[src/rtl/clk_div_bank_if.sv]
// Control and output bundle for clk_div_bank: run/sync/load controls in,
// per-channel divided clocks and period strobes out.
interface clk_div_bank_if #(
    parameter int NCH = 4,
    parameter int CW  = 16
);
    logic           en;
    logic           sync;
    logic [NCH-1:0] ld;
    logic [CW-1:0]  div;
    logic [NCH-1:0] ch_clk;
    logic [NCH-1:0] ch_stb;

    modport master (
        output en, sync, ld, div,
        input  ch_clk, ch_stb
    );

    modport slave (
        input  en, sync, ld, div,
        output ch_clk, ch_stb
    );
endinterface

[src/rtl/clk_div_bank.sv]
// Multi-channel divided-clock and period-strobe generator. Divisor reloads
// are deferred to period boundaries so the divided clocks never glitch.
module clk_div_bank #(
    parameter int NCH     = 4,
    parameter int CW      = 16,
    parameter int DEF_DIV = 2
) (
    input  logic           clk,
    input  logic           rst_n,
    clk_div_bank_if.slave  bus
);

    localparam logic [CW-1:0] DEF_DIV_C = CW'(DEF_DIV);
    localparam logic [CW-1:0] ONE_C     = CW'(1);
    localparam logic [CW-1:0] ZERO_C    = CW'(0);

    // Computed one bit wider so the all-ones divisor cannot overflow.
    function automatic logic [CW:0] ceil_half(input logic [CW-1:0] n);
        logic [CW:0] sum_v;
        sum_v = {1'b0, n} + {{CW{1'b0}}, 1'b1};
        return sum_v >> 1;
    endfunction

    logic [NCH-1:0][CW-1:0] n_q, n_d;
    logic [NCH-1:0][CW-1:0] p_q, p_d;
    logic [NCH-1:0][CW-1:0] c_q, c_d;
    logic [NCH-1:0][CW-1:0] pend_s;
    logic [NCH-1:0]         apply_s;
    logic [NCH-1:0]         clk_q, clk_d;
    logic [NCH-1:0]         stb_q, stb_d;
    logic                   r_q, r_d;

    // Next-state and next-output computation for all channels.
    always_comb begin
        n_d     = n_q;
        p_d     = p_q;
        c_d     = c_q;
        pend_s  = p_q;
        apply_s = '0;
        clk_d   = '0;
        stb_d   = '0;
        r_d     = r_q;

        if (bus.en) begin
            r_d = 1'b1;
        end else begin
            r_d = 1'b0;
        end

        for (int i = 0; i < NCH; i++) begin
            // A load coinciding with an apply point bypasses the pending register.
            if (bus.ld[i]) begin
                pend_s[i] = bus.div;
            end else begin
                pend_s[i] = p_q[i];
            end
            p_d[i] = pend_s[i];

            if (!bus.en) begin
                apply_s[i] = 1'b1;
                c_d[i]     = ZERO_C;
            end else if (bus.sync) begin
                apply_s[i] = 1'b1;
                c_d[i]     = ZERO_C;
            end else if (!r_q) begin
                apply_s[i] = (n_q[i] <= ONE_C);
                c_d[i]     = ZERO_C;
            end else if ((n_q[i] <= ONE_C) || (c_q[i] == (n_q[i] - ONE_C))) begin
                apply_s[i] = 1'b1;
                c_d[i]     = ZERO_C;
            end else begin
                apply_s[i] = 1'b0;
                c_d[i]     = c_q[i] + ONE_C;
            end

            if (apply_s[i]) begin
                n_d[i] = pend_s[i];
            end else begin
                n_d[i] = n_q[i];
            end

            // Outputs are derived from the state being registered this edge.
            if (!r_d) begin
                clk_d[i] = 1'b0;
                stb_d[i] = 1'b0;
            end else if (n_d[i] == ZERO_C) begin
                clk_d[i] = 1'b0;
                stb_d[i] = 1'b0;
            end else if (n_d[i] == ONE_C) begin
                clk_d[i] = 1'b0;
                stb_d[i] = 1'b1;
            end else begin
                clk_d[i] = ({1'b0, c_d[i]} < ceil_half(n_d[i]));
                stb_d[i] = (c_d[i] == ZERO_C);
            end
        end
    end

    // State and output registers.
    always_ff @(posedge clk or negedge rst_n) begin
        if (!rst_n) begin
            n_q   <= {NCH{DEF_DIV_C}};
            p_q   <= {NCH{DEF_DIV_C}};
            c_q   <= '0;
            r_q   <= 1'b0;
            clk_q <= '0;
            stb_q <= '0;
        end else begin
            n_q   <= n_d;
            p_q   <= p_d;
            c_q   <= c_d;
            r_q   <= r_d;
            clk_q <= clk_d;
            stb_q <= stb_d;
        end
    end

    assign bus.ch_clk = clk_q;
    assign bus.ch_stb = stb_q;

endmodule

[src/flat_wrapper.sv]
// flat-port wrapper written by rule: the top's interface ports become plain ports
module clk_div_bank_flat 
#(
    parameter int NCH     = 4,
    parameter int CW      = 16,
    parameter int DEF_DIV = 2
)
  (clk, rst_n, bus_en, bus_sync, bus_ld, bus_div, bus_ch_clk, bus_ch_stb);
  clk_div_bank_if #(.NCH(NCH), .CW(CW)) bus_i ();
  input  logic clk;
  input  logic rst_n;
  input wire logic [$bits(bus_i.en)-1:0] bus_en;
  input wire logic [$bits(bus_i.sync)-1:0] bus_sync;
  input wire logic [$bits(bus_i.ld)-1:0] bus_ld;
  input wire logic [$bits(bus_i.div)-1:0] bus_div;
  output wire logic [$bits(bus_i.ch_clk)-1:0] bus_ch_clk;
  output wire logic [$bits(bus_i.ch_stb)-1:0] bus_ch_stb;
  assign bus_i.en = bus_en;
  assign bus_i.sync = bus_sync;
  assign bus_i.ld = bus_ld;
  assign bus_i.div = bus_div;
  assign bus_ch_clk = bus_i.ch_clk;
  assign bus_ch_stb = bus_i.ch_stb;
  clk_div_bank #(.NCH(NCH), .CW(CW), .DEF_DIV(DEF_DIV)) u_core (.clk(clk), .rst_n(rst_n), .bus(bus_i));
endmodule
[config.mk]
export PLATFORM = sky130hd
export DESIGN_NAME = clk_div_bank_flat
export DESIGN_NICKNAME = d
export VERILOG_FILES = /design/src/rtl/clk_div_bank_if.sv /design/src/rtl/clk_div_bank.sv /design/src/flat_wrapper.sv
export SDC_FILE = /design/constraint.sdc
export NUM_CORES = 1
export LEC_CHECK = 0
export CAP_MARGIN = 30
export CORE_MARGIN = 2
export CORE_UTILIZATION = 69
export CTS_CLUSTER_DIAMETER = 150
export DETAILED_ROUTE_END_ITERATION = 7
export PLACE_DENSITY = 0.95
export SLEW_MARGIN = 20
export SYNTH_ARGS = -nofsm -noshare
export SYNTH_HDL_FRONTEND = slang
export SYNTH_SLANG_ARGS = --single-unit
[constraint.sdc]
create_clock -name clk -period 8.9 [get_ports clk]
set_input_delay 2.67 -clock clk [delete_from_list [all_inputs] [get_ports clk]]
set_output_delay 2.67 -clock clk [all_outputs]
set_load 0.03 [all_outputs]
; ---- Word-level counts from Yosys, hierarchy flattened
; Cells that the tools add are included.
[op_classes]
n_addsub = 12
n_eq_ne = 8
order_cmp = 8
n_reduce_logical = 12
muxes = 65
[ops]
columns = cell, n
row1 = $mux W16, 24
row2 = $logic_not A16 Y1, 8
row3 = $add A16 B1 Y17 const B, 4
row4 = $add A16 B1 Y16 const B, 4
row5 = $eq A16 B1 Y1 const B, 4
row6 = $eq A16 B16 Y1, 4
row7 = $le A16 B1 Y1 const B, 4
row8 = $lt A16 B16 Y1, 4
row9 = $sub A16 B1 Y16 const B, 4
row10 = $mux W1, 41
row11 = $logic_or A1 B1 Y1, 4
[totals]
in_bits = 24
ff_bits = 201
out_inout_bits = 8
word_cells = 120

; ---- Logic depth before layout (Yosys ltp)
[depth]
word_depth = 13
ltp_mapped = 29
depth_no_buf = 26

; ---- Least setup slack after synthesis
; OpenSTA, ideal clock, no wires.
[synth_path]
path_kind = input-to-reg
from = input port bus_en
to = register u_core.clk_q[1] (netlist: u_core.bus.ch_clk[1])
arrival_time_ps = 6181
required_ps = 8806
setup_ps = 94
path_stages = 25
setup_slack_ps = 2626
path_cell_list = inv_1 -> nor2_1 -> nand2_1 -> a21oi_2 -> buf_2 -> buf_2 -> nor2_1 -> a21o_1 -> inv_1 -> ha_1 -> buf_1 -> and2_1 -> nand2_1 -> o21ai_1 -> xnor2_1 -> ha_1 -> a21o_1 -> a21o_1 -> a21o_1 -> a21o_1 -> a21oi_1 -> nor2b_1 -> o21ai_0 -> o2111ai_1 -> a211oi_1
[synth_rtl]
columns = element, line_no
row1 = from (decl), flat_wrapper.sv:12  ; input wire logic [$bits(bus_i.en)-1:0] bus_en;
row2 = to (signal assigned), clk_div_bank.sv:113  ; clk_q <= clk_d;
row3 = to (decl), clk_div_bank.sv:29  ; logic [NCH-1:0] clk_q, clk_d;

==> results.cfg <==
[status]
status = completed

[synth]
synth-main-ff-cell = dfrtp_1
synth_edf_count = 0
seq_area_frac_synth = 0.345
synth_cell_types = 76
synth-seq-cells = 201
synth.largest_area_cell = dfrtp_1
syn_area_per_cell_um2 = 9.30
synthCells = 1573
synth_top_cell_area_share = 0.330
ys_warn_count = 0
synth.net_count = 1681
async_flop_share = 1.00
syn_area_um2 = 14600
ys_top_cells_by_area = dfrtp_1, mux2_2, ha_1

[drt]
drcViolationCount = 0
drt_iter0_markers = 1151
viasPerCell = 6.76
wl_per_cell_um = 21.3
drt_pass1_iterations = 6
wirelength_um = 39300
vias = 12400
ant_nets = 0

[setup_path]
crit_family = compound AO/OA/AOI/OAI gates
crit_path_top_delay_cell = clkdlybuf4s50_1
cp.buffers_inverters = 5
worstPathRequired_ps = 9330
setup.worst_path.start_class = primary input
cp-end-kind = flop
max_stage_delay_ps = 460
path_max_fanout = 41
arrival_ps = 7640
crit_top_cell = a21o_1
r2r_slack_ps = 2710
path_class = in2reg

[floorplan]
core.rowCount = 53
die_w_um = 150
die_h_um = 150
initial_core_util = 0.700
ioPinCount = 32
fp.dieArea_um2 = 22400
design.core.area_um2 = 20900

[layout]
final_cell_mix = dfrtp_1, nor2_1, mux2_2, xnor2_1, nand2_1
drive_gt1_frac = 0.128
area_growth_pct = 7.77
antennaDiodeCount = 0
final_common_cell = dfrtp_1
stdcell_area_um2 = 15800
nNetsFinal = 1657

[clocking]
cts.clk_slew.worst_paths_ps = 60
post_cts_resized = 0
clk_latency_ps = 530
cts_buffers = 23
cts-hold-fix-buffers = 0
cts_buffer_depth = 3
clockRootBuffer = clkbuf_16
tritoncts = built
clock-sinks = 201
htree_levels = 1
post_cts_buffers = 0

[sta]
timing.slew.headroom = 0.441
finalSetupViolations = 0
slew_violations = 0
fmax_mhz = 139
skew_ps = 10.8
min_period_ps = 7210
rsz0062_at_grt = no
hold_violations = 0
worst_slew_pin_slew_ps = 838
timing.final.crit_share = 0.810
fin_hold_ws_ps = 527
tns_ps = 0

[placement]
port_buffers = 31
place.gp.congestion = 0.952
dpl_cell_area_um2 = 15000
dpl.hpwl_um = 27600

[power]
powerDensity_nw_per_um2 = 165
p_leak_nw = 6.51
ir_worst_vdd_mv = 0.177

[grt]
met1_usage = 0.466
use_met2 = 0.577
grt_max_degree = 75
first_global_vias = 12300
grtUsageTotal = 0.357
grt_pass1_wl_um = 63800
gr-total-overflow = 0
met3_usage = 0.0595
top_usage_layer = met2
antenna_found_initial = 0

[hold_path]
hold_path_class = reg2reg

[run]
cap_violations = 0
path summary, 6_finish.rpt:
check	startpoint	end	cells past startpoint
min	u_core.p_q[63]$_DFF_PN0_	u_core.p_q[63]$_DFF_PN0_	1
min in group asynchronous	rst_n	u_core.c_q[6]$_DFF_PN0_	1
max in group asynchronous	rst_n	u_core.n_q[59]$_DFF_PN0_	2
min reg2reg	u_core.p_q[63]$_DFF_PN0_	u_core.p_q[63]$_DFF_PN0_	1
max reg2reg	u_core.n_q[16]$_DFF_PN0_	u_core.bus.ch_clk[1]$_DFF_PN0_	27
max	bus_en	u_core.bus.ch_clk[1]$_DFF_PN0_	25
state kept, by name, indices dropped and copies added (netlist names):
| signal | flops |
|---|---|
| u_core.r_q | 1 |
| u_core.bus.ch_clk | 4 |
| u_core.p_q | 64 |
| u_core.bus.ch_stb | 4 |
| u_core.c_q | 64 |
| u_core.n_q | 64 |
synthesized netlist by cell type (11+ instances only):
library cell,n
a21oi_1,31
or4_1,16
nand4_1,38
xnor2_1,116
a21o_1,28
mux2_2,120
nor3_1,37
inv_1,44
and2_1,13
nand2_1,91
nand3_1,73
nor4_1,33
dfrtp_1,193
a31oi_1,16
xor2_1,87
ha_1,84
buf_2,12
nor2_1,169
clkbuf_1,62
a211oi_1,13
nand2b_1,11
mux2i_1,37
o21ai_0,36
and3_1,39
kinds of logic (layout without fill, tap and decap cells):
logic type / after synthesis / in the layout / share of synthesized area
buf+inv: 134 / 126 / 0.0381
simple gates: 587 / 587 / 0.206
flops: 201 / 201 / 0.345
fa+ha+maj: 84 / 84 / 0.0719
mux: 160 / 160 / 0.120
xor+xnor: 203 / 203 / 0.122
compound gates: 204 / 204 / 0.0973
per-layer routing:
metal | wire length [um] | share of wire | up-vias
li1 | - | - | 5560
met1 | 15600 | 0.40 | 6018
met2 | 18500 | 0.47 | 679
met3 | 3130 | 0.080 | 186
met4 | 2080 | 0.053 | 0
met5 | 0 | 0 | -
worst reg2reg max path: cells and delay by family (launching register included):
kind | cells | cell delay (ps)
compound gates | 13 | 2310
flops | 1 | 480
fa+ha+maj | 3 | 890
buf+inv | 3 | 620
xor+xnor | 2 | 400
simple gates | 5 | 1030
mux | 1 | 370
final cells by class:
cell class,instances,area (um^2)
fillers,1328,5130
repair buffers,41,384
clock inverters,12,148
multi-input cells,1238,9060
clock buffers,29,618
flip-flops and latches,201,5040
inverters,44,165
well taps,275,344
per-stage QoR:
step	setup slack [ps]	std cells	util	power, W
after floorplan	2630	1573	-	0.00144
after global placement	1610	1797	0.717	0.00157
after detailed placement	1380	1798	0.718	0.00160
after CTS	1860	1839	0.754	0.00258
after global routing	1440	1840	0.755	0.00269
final	1690	1840	0.755	0.00259
power by group:
part / total, W / switching (W) / internal (W)
logic: 0.000522 / 0.000306 / 0.000216
registers: 0.00109 / 0.000103 / 0.000987
clock network: 0.000980 / 0.000400 / 0.000580
total: 0.00259 / 0.000810 / 0.00178
(Power assumes the default switching activity.)
